**config.mk**
```make
export PLATFORM = sky130hd
export DESIGN_NAME = multi_alarm_ctrl
export DESIGN_NICKNAME = d
export VERILOG_FILES = /design/src/rtl/multi_alarm_ctrl.sv
export SDC_FILE = /design/constraint.sdc
export NUM_CORES = 1
export LEC_CHECK = 0
export BUFFER_PORTS_ARGS = -buffer_cell sky130_fd_sc_hd__buf_4
export CAP_MARGIN = 30
export CORE_ASPECT_RATIO = 1.75
export CORE_UTILIZATION = 50
export DETAILED_ROUTE_END_ITERATION = 12
export PLACE_DENSITY = 0.72
export SLEW_MARGIN = 5
export SYNTH_ARGS = -nofsm -noshare
export SYNTH_HDL_FRONTEND = slang
export SYNTH_SLANG_ARGS = --single-unit
```
**constraint.sdc**
```tcl
create_clock -name CP -period 3.8 [get_ports CP]
set_input_delay 0.19 -clock CP [delete_from_list [all_inputs] [get_ports CP]]
set_output_delay 0.19 -clock CP [all_outputs]
set_load 0.05 [all_outputs]
```
**src/rtl/multi_alarm_ctrl.sv**
```systemverilog
// N-slot BCD alarm controller: in-place HH:MM editing, per-slot enable, ring timeout and snooze.
// Optional hourly chime is compiled in when BELL_CHIME_EN is defined.
module multi_alarm_ctrl #(
  parameter int NUM_ALARMS  = 4,
  parameter int RING_SECS   = 60,
  parameter int SNOOZE_MINS = 5,
  parameter int CHIME_SECS  = 2,
  localparam int IDX_W = (NUM_ALARMS > 1) ? $clog2(NUM_ALARMS) : 1
) (
  input  logic                  CP,
  input  logic                  CR,
  input  logic                  EN,
  input  logic                  SecTick,
  input  logic [3:0]            CurHouh,
  input  logic [3:0]            CurHoul,
  input  logic [3:0]            CurMinh,
  input  logic [3:0]            CurMinl,
  input  logic [3:0]            CurSech,
  input  logic [3:0]            CurSecl,
  input  logic                  SetBellMode,
  input  logic [IDX_W-1:0]      SelAlarm,
  input  logic                  SetHourKey,
  input  logic                  SetMinuteKey,
  input  logic                  ToggleKey,
  input  logic                  SnoozeKey,
  input  logic                  StopKey,
  output logic [3:0]            SelHouh,
  output logic [3:0]            SelHoul,
  output logic [3:0]            SelMinh,
  output logic [3:0]            SelMinl,
  output logic [NUM_ALARMS-1:0] AlarmEnVec,
  output logic                  Bell,
  output logic [IDX_W-1:0]      RingIdx,
  output logic                  Snoozing,
  output logic                  Chime
);

  if (NUM_ALARMS < 1 || NUM_ALARMS > 16 || RING_SECS < 1 || RING_SECS > 255 ||
      SNOOZE_MINS < 1 || SNOOZE_MINS > 99 || CHIME_SECS < 1 || CHIME_SECS > 255) begin : gBadParams
    $error("multi_alarm_ctrl: parameter out of range");
  end

  typedef enum logic [1:0] {IDLE, RING, SNOOZE} state_e;

  localparam logic [7:0]  RingLast   = 8'(RING_SECS - 1);
  localparam logic [13:0] SnoozeLoad = 14'(SNOOZE_MINS * 60);

  state_e                  state_q, state_d;
  logic [IDX_W-1:0]        ringIdx_q, ringIdx_d;
  logic [7:0]              ringCnt_q, ringCnt_d;
  logic [13:0]             snoozeCnt_q, snoozeCnt_d;
  logic                    bell_q, bell_d;
  logic                    snoozing_q, snoozing_d;
  logic [NUM_ALARMS-1:0]   enVec_q, enVec_d;
  logic [3:0]              hh_q [NUM_ALARMS];
  logic [3:0]              hl_q [NUM_ALARMS];
  logic [3:0]              mh_q [NUM_ALARMS];
  logic [3:0]              ml_q [NUM_ALARMS];
  logic [3:0]              hh_d [NUM_ALARMS];
  logic [3:0]              hl_d [NUM_ALARMS];
  logic [3:0]              mh_d [NUM_ALARMS];
  logic [3:0]              ml_d [NUM_ALARMS];

  logic [NUM_ALARMS-1:0]   matchVec;
  logic [NUM_ALARMS-1:0]   selHit;
  logic                    matchAny;
  logic [IDX_W-1:0]        winner;
  logic                    killActive;

  function automatic logic [7:0] incMin(input logic [3:0] tens, input logic [3:0] ones);
    logic [7:0] r;
    if (ones == 4'd9) r = (tens == 4'd5) ? 8'h00 : {tens + 4'd1, 4'd0};
    else              r = {tens, ones + 4'd1};
    return r;
  endfunction

  function automatic logic [7:0] incHour(input logic [3:0] tens, input logic [3:0] ones);
    logic [7:0] r;
    if (tens == 4'd2 && ones == 4'd3) r = 8'h00;
    else if (ones == 4'd9)            r = {tens + 4'd1, 4'd0};
    else                              r = {tens, ones + 4'd1};
    return r;
  endfunction

  // Slot match at the top of a minute; lowest-numbered matching slot wins.
  always_comb begin
    matchAny = 1'b0;
    matchVec = '0;
    selHit   = '0;
    winner   = '0;
    for (int i = 0; i < NUM_ALARMS; i++) begin
      matchVec[i] = enVec_q[i] && SecTick && CurSech == 4'd0 && CurSecl == 4'd0 &&
                    hh_q[i] == CurHouh && hl_q[i] == CurHoul &&
                    mh_q[i] == CurMinh && ml_q[i] == CurMinl;
      selHit[i]   = (SelAlarm == IDX_W'(i));
    end
    for (int i = NUM_ALARMS - 1; i >= 0; i--) begin
      if (matchVec[i]) winner = IDX_W'(i);
    end
    matchAny = EN && !SetBellMode && (|matchVec);
  end

  always_comb begin
    SelHouh = '0;
    SelHoul = '0;
    SelMinh = '0;
    SelMinl = '0;
    for (int i = 0; i < NUM_ALARMS; i++) begin
      if (selHit[i]) begin
        SelHouh = hh_q[i];
        SelHoul = hl_q[i];
        SelMinh = mh_q[i];
        SelMinl = ml_q[i];
      end
    end
  end

  // An out-of-range SelAlarm hits no slot, so its keys fall through untouched.
  always_comb begin
    hh_d       = hh_q;
    hl_d       = hl_q;
    mh_d       = mh_q;
    ml_d       = ml_q;
    enVec_d    = enVec_q;
    killActive = 1'b0;
    if (EN) begin
      for (int i = 0; i < NUM_ALARMS; i++) begin
        if (selHit[i]) begin
          if (SetBellMode && SetHourKey)   {hh_d[i], hl_d[i]} = incHour(hh_q[i], hl_q[i]);
          if (SetBellMode && SetMinuteKey) {mh_d[i], ml_d[i]} = incMin(mh_q[i], ml_q[i]);
          if (ToggleKey) begin
            enVec_d[i] = ~enVec_q[i];
            if (enVec_q[i] && state_q != IDLE && ringIdx_q == IDX_W'(i)) killActive = 1'b1;
          end
        end
      end
    end
  end

  always_comb begin
    state_d     = state_q;
    ringIdx_d   = ringIdx_q;
    ringCnt_d   = ringCnt_q;
    snoozeCnt_d = snoozeCnt_q;
    if (EN) begin
      if (SetBellMode || killActive) begin
        state_d = IDLE;
      end else begin
        case (state_q)
          IDLE: begin
            if (matchAny) begin
              state_d   = RING;
              ringIdx_d = winner;
              ringCnt_d = '0;
            end
          end
          RING: begin
            if (StopKey) begin
              state_d = IDLE;
            end else if (SnoozeKey) begin
              state_d     = SNOOZE;
              snoozeCnt_d = SnoozeLoad;
            end else if (SecTick) begin
              if (ringCnt_q == RingLast) begin
                state_d   = IDLE;
                ringCnt_d = '0;
              end else begin
                ringCnt_d = ringCnt_q + 8'd1;
              end
            end
          end
          SNOOZE: begin
            if (StopKey) begin
              state_d = IDLE;
            end else if (matchAny) begin
              state_d   = RING;
              ringIdx_d = winner;
              ringCnt_d = '0;
            end else if (SecTick) begin
              if (snoozeCnt_q <= 14'd1) begin
                state_d     = RING;
                ringCnt_d   = '0;
                snoozeCnt_d = '0;
              end else begin
                snoozeCnt_d = snoozeCnt_q - 14'd1;
              end
            end
          end
          default: state_d = IDLE;
        endcase
      end
    end
    bell_d     = (state_d == RING);
    snoozing_d = (state_d == SNOOZE);
  end

  always_ff @(posedge CP or posedge CR) begin
    if (CR) begin
      state_q     <= IDLE;
      ringIdx_q   <= '0;
      ringCnt_q   <= '0;
      snoozeCnt_q <= '0;
      bell_q      <= 1'b0;
      snoozing_q  <= 1'b0;
      enVec_q     <= '0;
      for (int i = 0; i < NUM_ALARMS; i++) begin
        hh_q[i] <= '0;
        hl_q[i] <= '0;
        mh_q[i] <= '0;
        ml_q[i] <= '0;
      end
    end else begin
      state_q     <= state_d;
      ringIdx_q   <= ringIdx_d;
      ringCnt_q   <= ringCnt_d;
      snoozeCnt_q <= snoozeCnt_d;
      bell_q      <= bell_d;
      snoozing_q  <= snoozing_d;
      enVec_q     <= enVec_d;
      hh_q        <= hh_d;
      hl_q        <= hl_d;
      mh_q        <= mh_d;
      ml_q        <= ml_d;
    end
  end

`ifdef BELL_CHIME_EN
  logic       chime_q, chime_d;
  logic [7:0] chimeCnt_q, chimeCnt_d;
  logic       topOfHour;

  assign topOfHour = CurMinh == 4'd0 && CurMinl == 4'd0 && CurSech == 4'd0 && CurSecl == 4'd0;

  // Any alarm activity kills the chime; it only starts from a quiet IDLE.
  always_comb begin
    chime_d    = chime_q;
    chimeCnt_d = chimeCnt_q;
    if (EN) begin
      if (state_d != IDLE) begin
        chime_d    = 1'b0;
        chimeCnt_d = '0;
      end else if (state_q == IDLE && !SetBellMode && SecTick && topOfHour) begin
        chime_d    = 1'b1;
        chimeCnt_d = 8'(CHIME_SECS);
      end else if (chime_q && SecTick) begin
        if (chimeCnt_q <= 8'd1) begin
          chime_d    = 1'b0;
          chimeCnt_d = '0;
        end else begin
          chimeCnt_d = chimeCnt_q - 8'd1;
        end
      end
    end
  end

  always_ff @(posedge CP or posedge CR) begin
    if (CR) begin
      chime_q    <= 1'b0;
      chimeCnt_q <= '0;
    end else begin
      chime_q    <= chime_d;
      chimeCnt_q <= chimeCnt_d;
    end
  end

  assign Chime = chime_q;
`else
  assign Chime = 1'b0;
`endif

  assign AlarmEnVec = enVec_q;
  assign Bell       = bell_q;
  assign RingIdx    = ringIdx_q;
  assign Snoozing   = snoozing_q;

endmodule

```
# After elaboration in Yosys (flattened, before gate mapping)
# Index checks and enable logic that the tools add are counted.
[op_classes]
n_reduce_logical = 83
order_cmp = 1
muxes = 81
n_addsub = 18
bitwise_logic = 5
n_div = 0
eq_ne = 57
n_mul = 0
n_shift = 0
[ops]
columns = ["op", "n"]
rows = [
  ["$mux 8", 21],
  ["$mux 14", 6],
  ["$mux 4", 20],
  ["$add 4x1->4 const B", 16],
  ["$eq 4x4->1", 16],
  ["$logic_and 1x1->1", 44],
  ["$reduce_and 3->1", 12],
  ["$reduce_and 4->1", 9],
  ["$mux 2", 17],
  ["$eq 4x2->1 const B", 8],
  ["$eq 4x4->1 const B", 8],
  ["$pmux 14 s2", 1],
  ["$pmux 8 s3", 1],
  ["$eq 4x3->1 const B", 4],
  ["$ne 2x2->1 const B", 8],
  ["$le 14x1->1 const B", 1],
  ["$reduce_bool 2->1", 7],
  ["$sub 14x1->14 const B", 1],
  ["$mux 1", 13],
  ["$eq 2x2->1 const B", 6],
  ["$reduce_and 10->1", 1],
  ["$add 8x1->8 const B", 1],
  ["$eq 2x1->1 const B", 4],
  ["$eq 8x6->1 const B", 1],
  ["other kinds (11)", 19],
]
[totals]
input_bits = 36
romBits = 0
latch_bits = 0
elab_cells = 271
reg_bits = 96
output_inout_bits = 25
n_memories = 0
mem_bits_rw = 0

# Logic depth before layout (Yosys ltp)
[logic_depth]
depth_word = 20
mapped_depth = 11
depth_no_buf = 9

# Worst setup path after synthesis
# Ideal clock, no wire load.
[synth_path]
kind = "register to register"
start = "reg enVec_q[3], in the netlist AlarmEnVec[3]"
end = "reg snoozeCnt_q[11]"
period_less_slack_ns = 2.216
setup_slack_ns = 1.584
n_path_buf = 1
t_required_ns = 3.705
setup_time_ns = 0.095
path_stages_with_launch = 10
arrival_time_ns = 2.120
path_cell_list = "dfrtp_1 and3_1 o211ai_1 a21oi_1 nor3_2 and3_2 a21oi_2 or2_1 buf_4 o31ai_1"
[synth_via]
elab_chain_len = 11
word_cells_on_any_way = 19
classes_between = "eq/ne (1); mux (4); bitwise (1); reduce/logical (13)"
[synth_rtl]
columns = ["element", "line", "rtl"]
rows = [
  ["from (decl)", "54", "logic [NUM_ALARMS-1:0] enVec_q, enVec_d;"],
  ["from (signal assigned)", "219", "enVec_q <= enVec_d;"],
  ["$logic_and 1x1->1 (4 in a row)", "92", "matchVec[i] = enVec_q[i] && SecTick && CurSech == 4'd0 && CurSecl == 4'd0 &&"],
  ["$logic_and 1x1->1 (2 in a row)", "93", "hh_q[i] == CurHouh && hl_q[i] == CurHoul &&"],
  ["$logic_and 1x1->1", "94", "mh_q[i] == CurMinh && ml_q[i] == CurMinl;"],
  ["$reduce_or 4->1", "100", "matchAny = EN && !SetBellMode && (|matchVec);"],
  ["$logic_and 1x1->1", "100", ""],
  ["$ne 2x2->1 (no source line)", "-", ""],
  ["$reduce_and 8->1 (no source line) (*)", "-", ""],
  ["to (signal assigned)", "216", "snoozeCnt_q <= snoozeCnt_d;"],
  ["to (decl)", "51", "logic [13:0] snoozeCnt_q, snoozeCnt_d;"],
]
# Mark *: on every way between the ends. The rest lies on a longest branch, timed or not.
# A chain may end at the register's enable or synchronous reset.

# Final worst setup path
[layout_path]
start = "reg hl_q[11] (netlist bit)"
end = "reg snoozeCnt_q[6]"
[layout_via]
elab_chain_len = 8
[layout_rtl]
columns = ["element", "line", "rtl"]
rows = [
  ["from (decl)", "56", "logic [3:0] hl_q [NUM_ALARMS];"],
  ["from (signal assigned)", "221", "hl_q <= hl_d;"],
  ["$eq 4x4->1", "93", ""],
  ["$logic_and 1x1->1 (2 in a row)", "93", ""],
  ["$logic_and 1x1->1", "94", ""],
  ["$reduce_or 4->1", "100", ""],
  ["$logic_and 1x1->1", "100", ""],
  ["$ne 2x2->1 (no source line)", "-", ""],
  ["$reduce_and 8->1 (no source line)", "-", ""],
]
# Every way passes these cells.

==> reports/metrics.csv <==
metric,value,unit
post_cts resized,0,
clk sinks,96,
"Hold Violations, Final",0,
MaxCap Viol Count,0,
Synth async-reset ratio,100,%
flop2flop setup slack,1.02,ns
Critical Path Source Type,register,
final net count,784,
fmax,0.360,GHz
"count leader, synth",dfrtp_1,
Cell Pwr Density,469,mW/mm^2
required time worst endpoint,4.02,ns
post-DP HPWL,12700,um
Skew-Pair Late Insertion Delay,0.35,ns
Inserted Clock Buffers,9,
register area share after synthesis,38.6,%
GRT overflow,0,
port bufs,59,
post-route setup TNS,0,ns
Mapped Area,0.00623,mm^2
Commonest cells post-synth,"dfrtp_1, nand2_1, xor2_1, o21ai_0, nor2_1",
Slew Limit Fails,0,
unrepaired setup endpoints after global routing,false,
Site Rows,53,
Syn Area/Cell,9.20,um^2
Total GRT Usage,27.3,%
M1 wire length,6400,um
antenna diode count,0,
CP max FO,14,
CP cell instances,xor2_1 > nor4_1 > and3_1 > nand4_1 > and4_4 > a21oi_2 > buf_4 > or2_1 > o21ai_0,
antenna violations before repair,0,
worst reg2reg endpoint,snoozeCnt_q[6],
YS warnings,0,
first-pass GRT wire length,26700,um
die width,86.4,um
top_reg_cell synth,dfrtp_1,
Slew @ Worst Pin,0.592,ns
final setup violation count,0,
area of the core,0.0121,mm^2
clock transition at the registers of the reported paths,0.07,ns
final worst slack,1.02,ns
Die Height,150,um
TritonCTS clock tree,yes,
worst-case hold path end point,AlarmEnVec[3],
wire per inst,18.5,um
routed wire length,16600,um
Initial DRC Count,271,
Layout Cells excl Fill,899,
# fillers,1076,
Tmin final,2.78,ns
syn_nets,732,
Yosys cell types,57,
# IOs,61,
met2 WL,8730,um
final instance area,0.00706,mm^2
htree depth,3,
post-synth top area cell,dfrtp_1,
hold depth,4,
vias per cell,6.03,
Slew HR,60.2,%
placed cell count,882,
top cell type's share of synthesized area,38.6,%
#FFs+latches synth,96,
Post-route DRC,0,
cts hold-fix bufs,1,
Starting Density,51.6,%
total number of vias,5422,
Die ar.,0.0129,mm^2
DRT Pass-1 Iters,5,
clk_skew,0.00938,ns
Setup CP Type,register to register,
Setup Buffers After CTS,0,
worst endpoint data arrival time,3.00,ns
crit-path max cell delay,0.48,ns
post-route ant nets,0,
layout cells sized above 1,17.0,%
via count of the first global-routing pass,5330,
GPL Wtd Cong,0.956,
cells after synthesis,677,
largest net degree at the start of global routing,45,
leak pwr,3.31,nW
highest metal used,met4,
"EDFF count, synth",0,
Placed Area,0.00677,mm^2
cell family with most CP delay,simple AND/OR/NAND/NOR gates,
fin crit share,73.2,%
Layout area overhead,13.3,%
CTS max path bufs,2,
Root Driver,clkbuf_16,
Buf/Inv on CP,1,
stages on the worst setup path,9,
Slowest cell on crit path,dfrtp_1,
peak supply drop,0.266,mV
FF-to-FF Start,hl_q[11],
Worst Setup End Kind,register,
synth top area cells,"dfrtp_1, xor2_1, mux4_2",
worst reg2reg path depth,9,
Worst Hold Class,input pin to register,
Place WS,0.994,ns
Hold Path Origin,ToggleKey,
status,finished clean,
met3 WL post-DR,751,um
==> report_power, final <==
group / internal (mW) / switching, mW / total, mW
registers: 1.17 / 0.339 / 1.51
logic: 0.391 / 0.558 / 0.948
clock network: 0.446 / 0.405 / 0.852
total: 2.01 / 1.30 / 3.31
==> worst max path at each step <==
stage,start,to,slack [ns]
finish,hl_q[11],snoozeCnt_q[6],1.02
floorplan,CR,AlarmEnVec[0],1.10
detailed placement,CurSecl[3],snoozeCnt_q[6],0.99
CTS,hl_q[11],snoozeCnt_q[6],1.04
global placement,CurSecl[3],snoozeCnt_q[10],1.15
global route,hh_q[2],snoozeCnt_q[6],0.79
==> final cells by class <==
type                       count  area (um^2)  area share (%)
multi-input combinational    539         3620            51.3
sequential                    96         2400            34.0
timing repair buffer          63          475            6.74
clock buffer                  10          229            3.24
tap                          165          206            2.93
inverter                      20         76.3            1.08
clock inverter                 6         43.8           0.621
==> registers in the layout (all words and copies together), names as in the netlist <==
| register | cells |
|---|---|
| Snoozing | 1 |
| state_q | 2 |
| hh_q | 16 |
| hl_q | 16 |
| Bell | 1 |
| ml_q | 16 |
| mh_q | 16 |
| RingIdx | 2 |
| AlarmEnVec | 4 |
| snoozeCnt_q | 14 |
| ringCnt_q | 8 |
==> worst register-to-register path: stages (launching register included) <==
cell	delay, ns
dfrtp_1	0.48
xor2_1	0.19
nor4_1	0.33
and3_1	0.21
nand4_1	0.17
and4_4	0.26
a21oi_2	0.30
buf_4	0.26
or2_1	0.32
o21ai_0	0.15
==> cell usage in the layout (no fill, tap or decap), drive strengths merged, types with 2 or more instances in the layout <==
cell and count:
or2 9, xnor2 9, a21oi 33, dfrtp 96, nor4 25, o21ai 67
clkinv 5, nand3 30, o211ai 3, nand2 87, and2 3, a21o 4
or3 2, nor2 41, a31oi 4, and3 13, mux2 6, nor3b 6
xor2 75, nand4 7, nor2b 12, inv 20, mux4 16, o31ai 12
nand2b 10, clkbuf 10, nor3 26, buf 62, o22a 6, ha 19
==> stage by stage <==
| step | power [mW] | hold slack (ns) | utilization [%] |
|---|---|---|---|
| 2_1_floorplan | 2.11 | 0.433 | - |
| 3_3_place_gp | 2.43 | 0.139 | 56.1 |
| 3_5_place_dp | 2.47 | 0.142 | 56.1 |
| 4_1_cts | 3.32 | 0.226 | 58.5 |
| 5_1_grt | 3.48 | 0.259 | 58.5 |
| 6_report | 3.31 | 0.233 | 58.5 |
==> routing by layer <==
layer	up-vias	GRT usage, %
li1	2506	-
met3	52	4.30
met2	185	48.5
met5	-	0
met4	0	15.8
met1	2679	30.5
==> logic make-up after synthesis <==
| family | count (synthesis) | synth area share, % |
|---|---|---|
| AND/OR/NAND/NOR | 277 | 22.5 |
| buffers and inverters | 42 | 3.27 |
| flip-flops | 96 | 38.6 |
| multiplexers | 23 | 7.09 |
| XOR/XNOR | 84 | 11.8 |
| AO/OA/AOI/OAI | 135 | 12.9 |
| other | 1 | 0.0602 |
| adder cells (fa/ha/maj) | 19 | 3.82 |
Note: power is estimated with default switching activity, not from simulation.
